File: src/rtl/mem_access_ctrl_pkg.sv
// ---------------------------------------------------------------------------
// mem_access_ctrl_pkg
// Shared definitions for the M-stage memory access sequencer: load/store op
// encodings, bus size codes, FSM state encoding and small op-decode helpers.
// Optional feature macro used by the top: MEM_TIMEOUT_EN.
// ---------------------------------------------------------------------------
package mem_access_ctrl_pkg;

    typedef enum logic [2:0] {
        OP_LB  = 3'd0,
        OP_LBU = 3'd1,
        OP_LH  = 3'd2,
        OP_LHU = 3'd3,
        OP_LW  = 3'd4,
        OP_SB  = 3'd5,
        OP_SH  = 3'd6,
        OP_SW  = 3'd7
    } mem_op_e;

    typedef enum logic [1:0] {
        SIZE_BYTE = 2'd0,
        SIZE_HALF = 2'd1,
        SIZE_WORD = 2'd2
    } mem_size_e;

    typedef enum logic [1:0] {
        ST_IDLE = 2'd0,
        ST_REQ  = 2'd1,
        ST_WAIT = 2'd2,
        ST_DONE = 2'd3
    } state_e;

    function automatic mem_size_e op_size(input mem_op_e op);
        case (op)
            OP_LB, OP_LBU, OP_SB: return SIZE_BYTE;
            OP_LH, OP_LHU, OP_SH: return SIZE_HALF;
            default:              return SIZE_WORD;
        endcase
    endfunction

    function automatic logic op_is_store(input mem_op_e op);
        return (op == OP_SB) || (op == OP_SH) || (op == OP_SW);
    endfunction

    // Replicate store data across all lanes so the slave can pick any lane
    // using size and the low address bits.
    function automatic logic [31:0] store_lanes(input mem_op_e op, input logic [31:0] wd);
        case (op)
            OP_SB:   return {4{wd[7:0]}};
            OP_SH:   return {2{wd[15:0]}};
            default: return wd;
        endcase
    endfunction

endpackage

File: src/rtl/mem_load_ext.sv
// ---------------------------------------------------------------------------
// mem_load_ext
// Combinational load result formatting: byte/half lane select from the raw
// bus word followed by sign or zero extension. Reusable by forwarding logic.
// Ports:
//   op      in  3   load op (LB/LBU/LH/LHU/LW; store codes pass the word)
//   addr_lo in  2   low address bits of the access
//   word    in  32  raw read word from the bus
//   result  out 32  extended load result
// ---------------------------------------------------------------------------
module mem_load_ext
    import mem_access_ctrl_pkg::*;
(
    input  logic [2:0]  op,
    input  logic [1:0]  addr_lo,
    input  logic [31:0] word,
    output logic [31:0] result
);

    logic [7:0]  byte_sel;
    logic [15:0] half_sel;

    always_comb begin
        case (addr_lo)
            2'd0:    byte_sel = word[7:0];
            2'd1:    byte_sel = word[15:8];
            2'd2:    byte_sel = word[23:16];
            default: byte_sel = word[31:24];
        endcase
        half_sel = addr_lo[1] ? word[31:16] : word[15:0];

        case (mem_op_e'(op))
            OP_LB:   result = {{24{byte_sel[7]}}, byte_sel};
            OP_LBU:  result = {24'b0, byte_sel};
            OP_LH:   result = {{16{half_sel[15]}}, half_sel};
            OP_LHU:  result = {16'b0, half_sel};
            default: result = word;
        endcase
    end

endmodule

File: src/rtl/mem_access_ctrl.sv
// ---------------------------------------------------------------------------
// mem_access_ctrl
// Memory-stage load/store sequencer. Checks alignment of the M-stage op,
// issues one SRAM-like bus transaction (req / addr_ok / data_ok), stalls the
// pipeline while it is outstanding and returns the extended load result with
// a one-cycle done pulse. Misaligned ops never reach the bus.
// Optional feature: define MEM_TIMEOUT_EN to enable a REQ+WAIT watchdog that
// aborts after TIMEOUT_CYCLES with a bus_err pulse; otherwise bus_err = 0.
// Ports:
//   clk, rst (async, active high)
//   mem_valid, mem_op[2:0], addr[31:0], wdata[31:0], flush  : M-stage inputs
//   data_req, data_wr, data_size[1:0], data_addr, data_wdata: bus request
//   data_addr_ok, data_data_ok, data_rdata                  : bus response
//   rdata, stall, done                                      : pipeline side
//   laddr_err, saddr_err, bus_err                           : exceptions
// ---------------------------------------------------------------------------
module mem_access_ctrl
    import mem_access_ctrl_pkg::*;
#(
    parameter int TIMEOUT_CYCLES = 255
) (
    input  logic        clk,
    input  logic        rst,
    input  logic        mem_valid,
    input  logic [2:0]  mem_op,
    input  logic [31:0] addr,
    input  logic [31:0] wdata,
    input  logic        flush,
    output logic        data_req,
    output logic        data_wr,
    output logic [1:0]  data_size,
    output logic [31:0] data_addr,
    output logic [31:0] data_wdata,
    input  logic        data_addr_ok,
    input  logic        data_data_ok,
    input  logic [31:0] data_rdata,
    output logic [31:0] rdata,
    output logic        stall,
    output logic        done,
    output logic        laddr_err,
    output logic        saddr_err,
    output logic        bus_err
);

    state_e      state_q, state_d;
    mem_op_e     op_q, op_d;
    mem_size_e   size_q, size_d;
    logic        wr_q, wr_d;
    logic [31:0] addr_q, addr_d;
    logic [31:0] wdata_q, wdata_d;
    logic [31:0] rdata_q, rdata_d;
    logic        discard_q, discard_d;

    mem_op_e     op_in;
    logic        misaligned;
    logic        issue;
    logic        complete;
    logic [31:0] load_result;

`ifdef MEM_TIMEOUT_EN
    localparam int CNT_W = (TIMEOUT_CYCLES > 255) ? $clog2(TIMEOUT_CYCLES + 1) : 8;
    localparam logic [CNT_W-1:0] CNT_LAST = CNT_W'(TIMEOUT_CYCLES - 1);
    logic [CNT_W-1:0] cnt_q, cnt_d;
    logic             bus_err_q, bus_err_d;
`endif

    assign op_in = mem_op_e'(mem_op);

    always_comb begin
        laddr_err = 1'b0;
        saddr_err = 1'b0;
        if (mem_valid) begin
            case (op_in)
                OP_LH, OP_LHU: laddr_err = addr[0];
                OP_LW:         laddr_err = |addr[1:0];
                OP_SH:         saddr_err = addr[0];
                OP_SW:         saddr_err = |addr[1:0];
                default:       ;
            endcase
        end
    end

    assign misaligned = laddr_err | saddr_err;
    assign issue      = (state_q == ST_IDLE) && mem_valid && !misaligned && !flush;
    // The response phase ends on data_ok; in REQ it only counts together with addr_ok.
    assign complete   = ((state_q == ST_REQ) && data_addr_ok && data_data_ok) ||
                        ((state_q == ST_WAIT) && data_data_ok);

    mem_load_ext u_load_ext (
        .op      (op_q),
        .addr_lo (addr_q[1:0]),
        .word    (data_rdata),
        .result  (load_result)
    );

    always_comb begin
        state_d   = state_q;
        op_d      = op_q;
        size_d    = size_q;
        wr_d      = wr_q;
        addr_d    = addr_q;
        wdata_d   = wdata_q;
        rdata_d   = rdata_q;
        discard_d = discard_q;
`ifdef MEM_TIMEOUT_EN
        cnt_d     = cnt_q;
        bus_err_d = 1'b0;
`endif

        case (state_q)
            ST_IDLE: begin
                if (issue) begin
                    state_d   = ST_REQ;
                    op_d      = op_in;
                    size_d    = op_size(op_in);
                    wr_d      = op_is_store(op_in);
                    addr_d    = addr;
                    wdata_d   = store_lanes(op_in, wdata);
                    discard_d = 1'b0;
                end
            end
            ST_REQ, ST_WAIT: begin
                // A flushed transaction still runs to completion on the bus;
                // its result is simply dropped.
                if (flush) begin
                    discard_d = 1'b1;
                end
                if (complete) begin
                    if (discard_q || flush) begin
                        state_d = ST_IDLE;
                    end else begin
                        state_d = ST_DONE;
                        if (!wr_q) begin
                            rdata_d = load_result;
                        end
                    end
                end else if (state_q == ST_REQ && data_addr_ok) begin
                    state_d = ST_WAIT;
                end
            end
            default: state_d = ST_IDLE;
        endcase

`ifdef MEM_TIMEOUT_EN
        if (issue) begin
            cnt_d = '0;
        end else if ((state_q == ST_REQ || state_q == ST_WAIT) && !complete) begin
            if (cnt_q == CNT_LAST) begin
                state_d   = ST_IDLE;
                bus_err_d = 1'b1;
            end else begin
                cnt_d = cnt_q + 1'b1;
            end
        end
`endif
    end

    always_ff @(posedge clk or posedge rst) begin
        if (rst) begin
            state_q   <= ST_IDLE;
            op_q      <= OP_LB;
            size_q    <= SIZE_BYTE;
            wr_q      <= 1'b0;
            addr_q    <= '0;
            wdata_q   <= '0;
            rdata_q   <= '0;
            discard_q <= 1'b0;
`ifdef MEM_TIMEOUT_EN
            cnt_q     <= '0;
            bus_err_q <= 1'b0;
`endif
        end else begin
            state_q   <= state_d;
            op_q      <= op_d;
            size_q    <= size_d;
            wr_q      <= wr_d;
            addr_q    <= addr_d;
            wdata_q   <= wdata_d;
            rdata_q   <= rdata_d;
            discard_q <= discard_d;
`ifdef MEM_TIMEOUT_EN
            cnt_q     <= cnt_d;
            bus_err_q <= bus_err_d;
`endif
        end
    end

    assign data_req   = (state_q == ST_REQ);
    assign data_wr    = wr_q;
    assign data_size  = size_q;
    assign data_addr  = addr_q;
    assign data_wdata = wdata_q;
    assign rdata      = rdata_q;
    assign done       = (state_q == ST_DONE);
    assign stall      = issue || (state_q == ST_REQ) || (state_q == ST_WAIT);

`ifdef MEM_TIMEOUT_EN
    assign bus_err = bus_err_q;
`else
    assign bus_err = 1'b0;
`endif

endmodule

File: config.mk
export PLATFORM = sky130hd
export DESIGN_NAME = mem_access_ctrl
export DESIGN_NICKNAME = d
export VERILOG_FILES = /design/src/rtl/mem_access_ctrl_pkg.sv /design/src/rtl/mem_load_ext.sv /design/src/rtl/mem_access_ctrl.sv
export SDC_FILE = /design/constraint.sdc
export NUM_CORES = 1
export LEC_CHECK = 0
export BUFFER_PORTS_ARGS = -buffer_cell sky130_fd_sc_hd__clkbuf_2
export CORE_MARGIN = 8
export CORE_UTILIZATION = 50
export CTS_CLUSTER_DIAMETER = 60
export DETAILED_ROUTE_END_ITERATION = 12
export GPL_TIMING_DRIVEN = 0
export PLACE_DENSITY = 0.88
export SLEW_MARGIN = 20
export SYNTH_ARGS = -nofsm -noshare
export SYNTH_HDL_FRONTEND = slang
export SYNTH_SLANG_ARGS = --single-unit
File: constraint.sdc
create_clock -name clk -period 8.9 [get_ports clk]
set_input_delay 2.225 -clock clk [delete_from_list [all_inputs] [get_ports clk]]
set_output_delay 2.225 -clock clk [all_outputs]
set_load 0.005 [all_outputs]
==> summary.txt <==
Clocking
  • H-tree levels: 3
  • CTS Hold Buffers Added: 0
  • Clk root buf: clkbuf_8
  • Clk pin slew, worst setup/hold paths: 0.10 ns
  • Sink Count: 105
  • CTS Buffer Depth: 2
  • Num CTS Buffers: 9
  • Total setup buffers inserted after CTS: 0
  • CTS tree: built
  • Worst-skew pair later-pin latency: 0.37 ns
  • Post_cts resized: 0

Final layout
  • Register area: 0.002628 mm2
  • Multi-input gate area: 0.002529 mm2
  • Fill cell count: 829
  • Proportion of layout cells with a drive suffix above 1: 0.5015
  • Fin util: 0.6389
  • Post-route cell area: 0.006835 mm2
  • Antenna cells: 0
  • Area Growth Syn to Fin: 26.11%
  • Layout Nets: 770

Synth
  • Synth cell types: 50
  • Post-synth EDFFs: 0
  • Cells after Synth: 444
  • Top_reg_cell synth: dfrtp_1
  • Share of the synthesized area in the top cell type: 0.4848
  • Mean Syn Cell Area: 12.21 um2
  • Synth area leaders: dfrtp_1, mux2_4, mux2_2
  • Async S/R FF share, synth: 1.000
  • Mapped cell area: 0.005420 mm2
  • Most frequent cells after synthesis: dfrtp_1, mux2_4, nand2_1, a21oi_1, nor2_1
  • Syn nets: 553
  • Synth Register Bits: 105
  • Sequential-to-total area share from yosys stat: 0.4848
  • Yosys warns: 0
  • Synth area leader: dfrtp_1
  • Most numerous cell in the Yosys netlist: dfrtp_1

STA
  • Fin crit period: 5.639 ns
  • Fmax: 0.1773 GHz
  • Period utilization: 0.6336
  • Worst-margin pin slew: 1.090 ns
  • Final-report max-slew violation count: 0
  • RSZ-0062 raised after global routing: false
  • Setup violators final: 0
  • Final hold vios: 0
  • Setup tns final: 0 ns
  • Final WS setup: 3.261 ns
  • Worst Skew: 0.009238 ns
  • Rel. slew slack: 0.2677

Route
  • DRC viols: 0
  • Drt first-iter violations: 314
  • Post-DRT Antenna Nets: 0
  • First-pass DRT Iterations: 5
  • Via density: 5.571
  • WL/cell: 19.97 um
  • Via count: 4,490
  • Final wirelength: 16,090 um

Worst setup path
  • Worst path most repeated cell: clkbuf_2
  • CP Max Fanout: 10
  • Slowest cell on crit path: and4b_1
  • Worst EP arrival: 3.41 ns
  • Critical path type: in -> out
  • Nature of the critical path endpoint: primary output
  • Critical path required time: 6.68 ns
  • CP Launch Type: input port
  • Worst-path cell chain: clkbuf_2 -> nand4_1 -> and4b_1 -> nand3_4 -> buf_6 -> nand2_1 -> clkbuf_2
  • Top delay family on crit path: simple AND/OR/NAND/NOR gates
  • Worst path max stage delay: 0.31 ns
  • Reg2reg setup slack: 6.39 ns
  • Worst Path Buf+Inv: 3

Die
  • Core area: 0.01070 mm2
  • Rows: 38
  • Die area: 0.01443 mm2
  • I/O Pins: 210
  • DIE WIDTH: 120.1 um
  • Starting Density: 0.5067
  • Die Y: 120.1 um

Worst hold path
  • Worst hold path class: reg -> reg

Placement
  • HPWL after DPL: 12,680 um
  • Dpl ws: 3.257 ns
  • Port Buffers: 205
  • Placer Congestion: 0.8674
  • DP Area: 0.006654 mm2

Power
  • P per Cell Area: 302.2 mW/mm2
  • VDD IR max: 0.1925 mV
  • Static Leak: 3.662 nW

GRT
  • Vias in the first global route: 4,913
  • Overflow left after global routing: 0
  • Largest net degree at the start of global routing: 82
  • Initial antenna violation count: 0
  • First-pass GRT wire length: 25,740 um
  • Total global-route track usage: 0.2236

Run status
  • Status: complete, no violations

Job
  • Max_cap viols: 0
power breakdown:
part	internal (mW)	switching (mW)
clock	0.112	0.170
sequential	0.700	0.146
combinational	0.509	0.428
total	1.32	0.745
per-layer routing:
metal	vias up	wire, um	global-route usage
li1	2019	-	-
met1	2197	6218	0.2577
met2	249	7923	0.3818
met3	25	1630	0.07046
met4	0	321	0.08431
met5	-	0	0
area by class of cell:
cell class | instances | share of cell area
sequential | 105 | 0.3844
multi-input combinational | 296 | 0.3699
timing repair buffer | 206 | 0.1541
buffer | 31 | 0.03203
tap | 140 | 0.02563
clock buffer | 11 | 0.02068
inverter | 12 | 0.007322
clock inverter | 5 | 0.005858
cell usage in the layout, fill, tap and decap left out, types with 6 or more instances in the layout:
cell type,count
a2bb2oi_1,8
nor2_1,27
clkbuf_1,8
nor3_1,6
inv_1,11
buf_2,7
or3_1,6
clkbuf_2,205
mux2_4,65
o22ai_1,10
a21oi_1,31
o21ai_0,10
a21o_1,12
dfrtp_1,105
nand2b_1,7
mux2_2,21
clkbuf_8,10
buf_6,10
mux2i_1,6
nand2_1,34
a221oi_1,8
cells by family after synthesis:
family	synth area share
AOI/OAI and AO/OA	0.1240
adders and majority gates	0.009234
buffers and inverters	0.04871
DFF	0.4848
muxes	0.2452
other	0.0006919
and+or+nand+nor	0.08749
sequential cells by signal (all words and copies together), names as in the netlist:
name	cells
data_addr	32
data_size	2
data_wdata	32
data_wr	1
discard_q	1
op_q	3
rdata	32
state_q	2
per-stage QoR:
stage / cells / total power [mW] / hold WS [ns]
global route: 806 / 2.197 / 0.5309
floorplan: 444 / 1.385 / 0.4733
global placement: 789 / 1.743 / 0.4627
finish: 806 / 2.066 / 0.4982
CTS: 806 / 2.079 / 0.4984
detailed placement: 790 / 1.792 / 0.4740
path summary, 6_finish.rpt:
path	startpoint	endpoint	depth (start not counted)
max in group asynchronous	rst	data_addr[15]	3
hold reg to reg	rdata[9]	rdata[9]	1
min in group asynchronous	rst	rdata[27]	2
setup / recovery	addr[1]	stall	7
hold / removal	rdata[9]	rdata[9]	1
setup reg to reg	state_q[0]	rdata[21]	7
(Power assumes the default switching activity.)
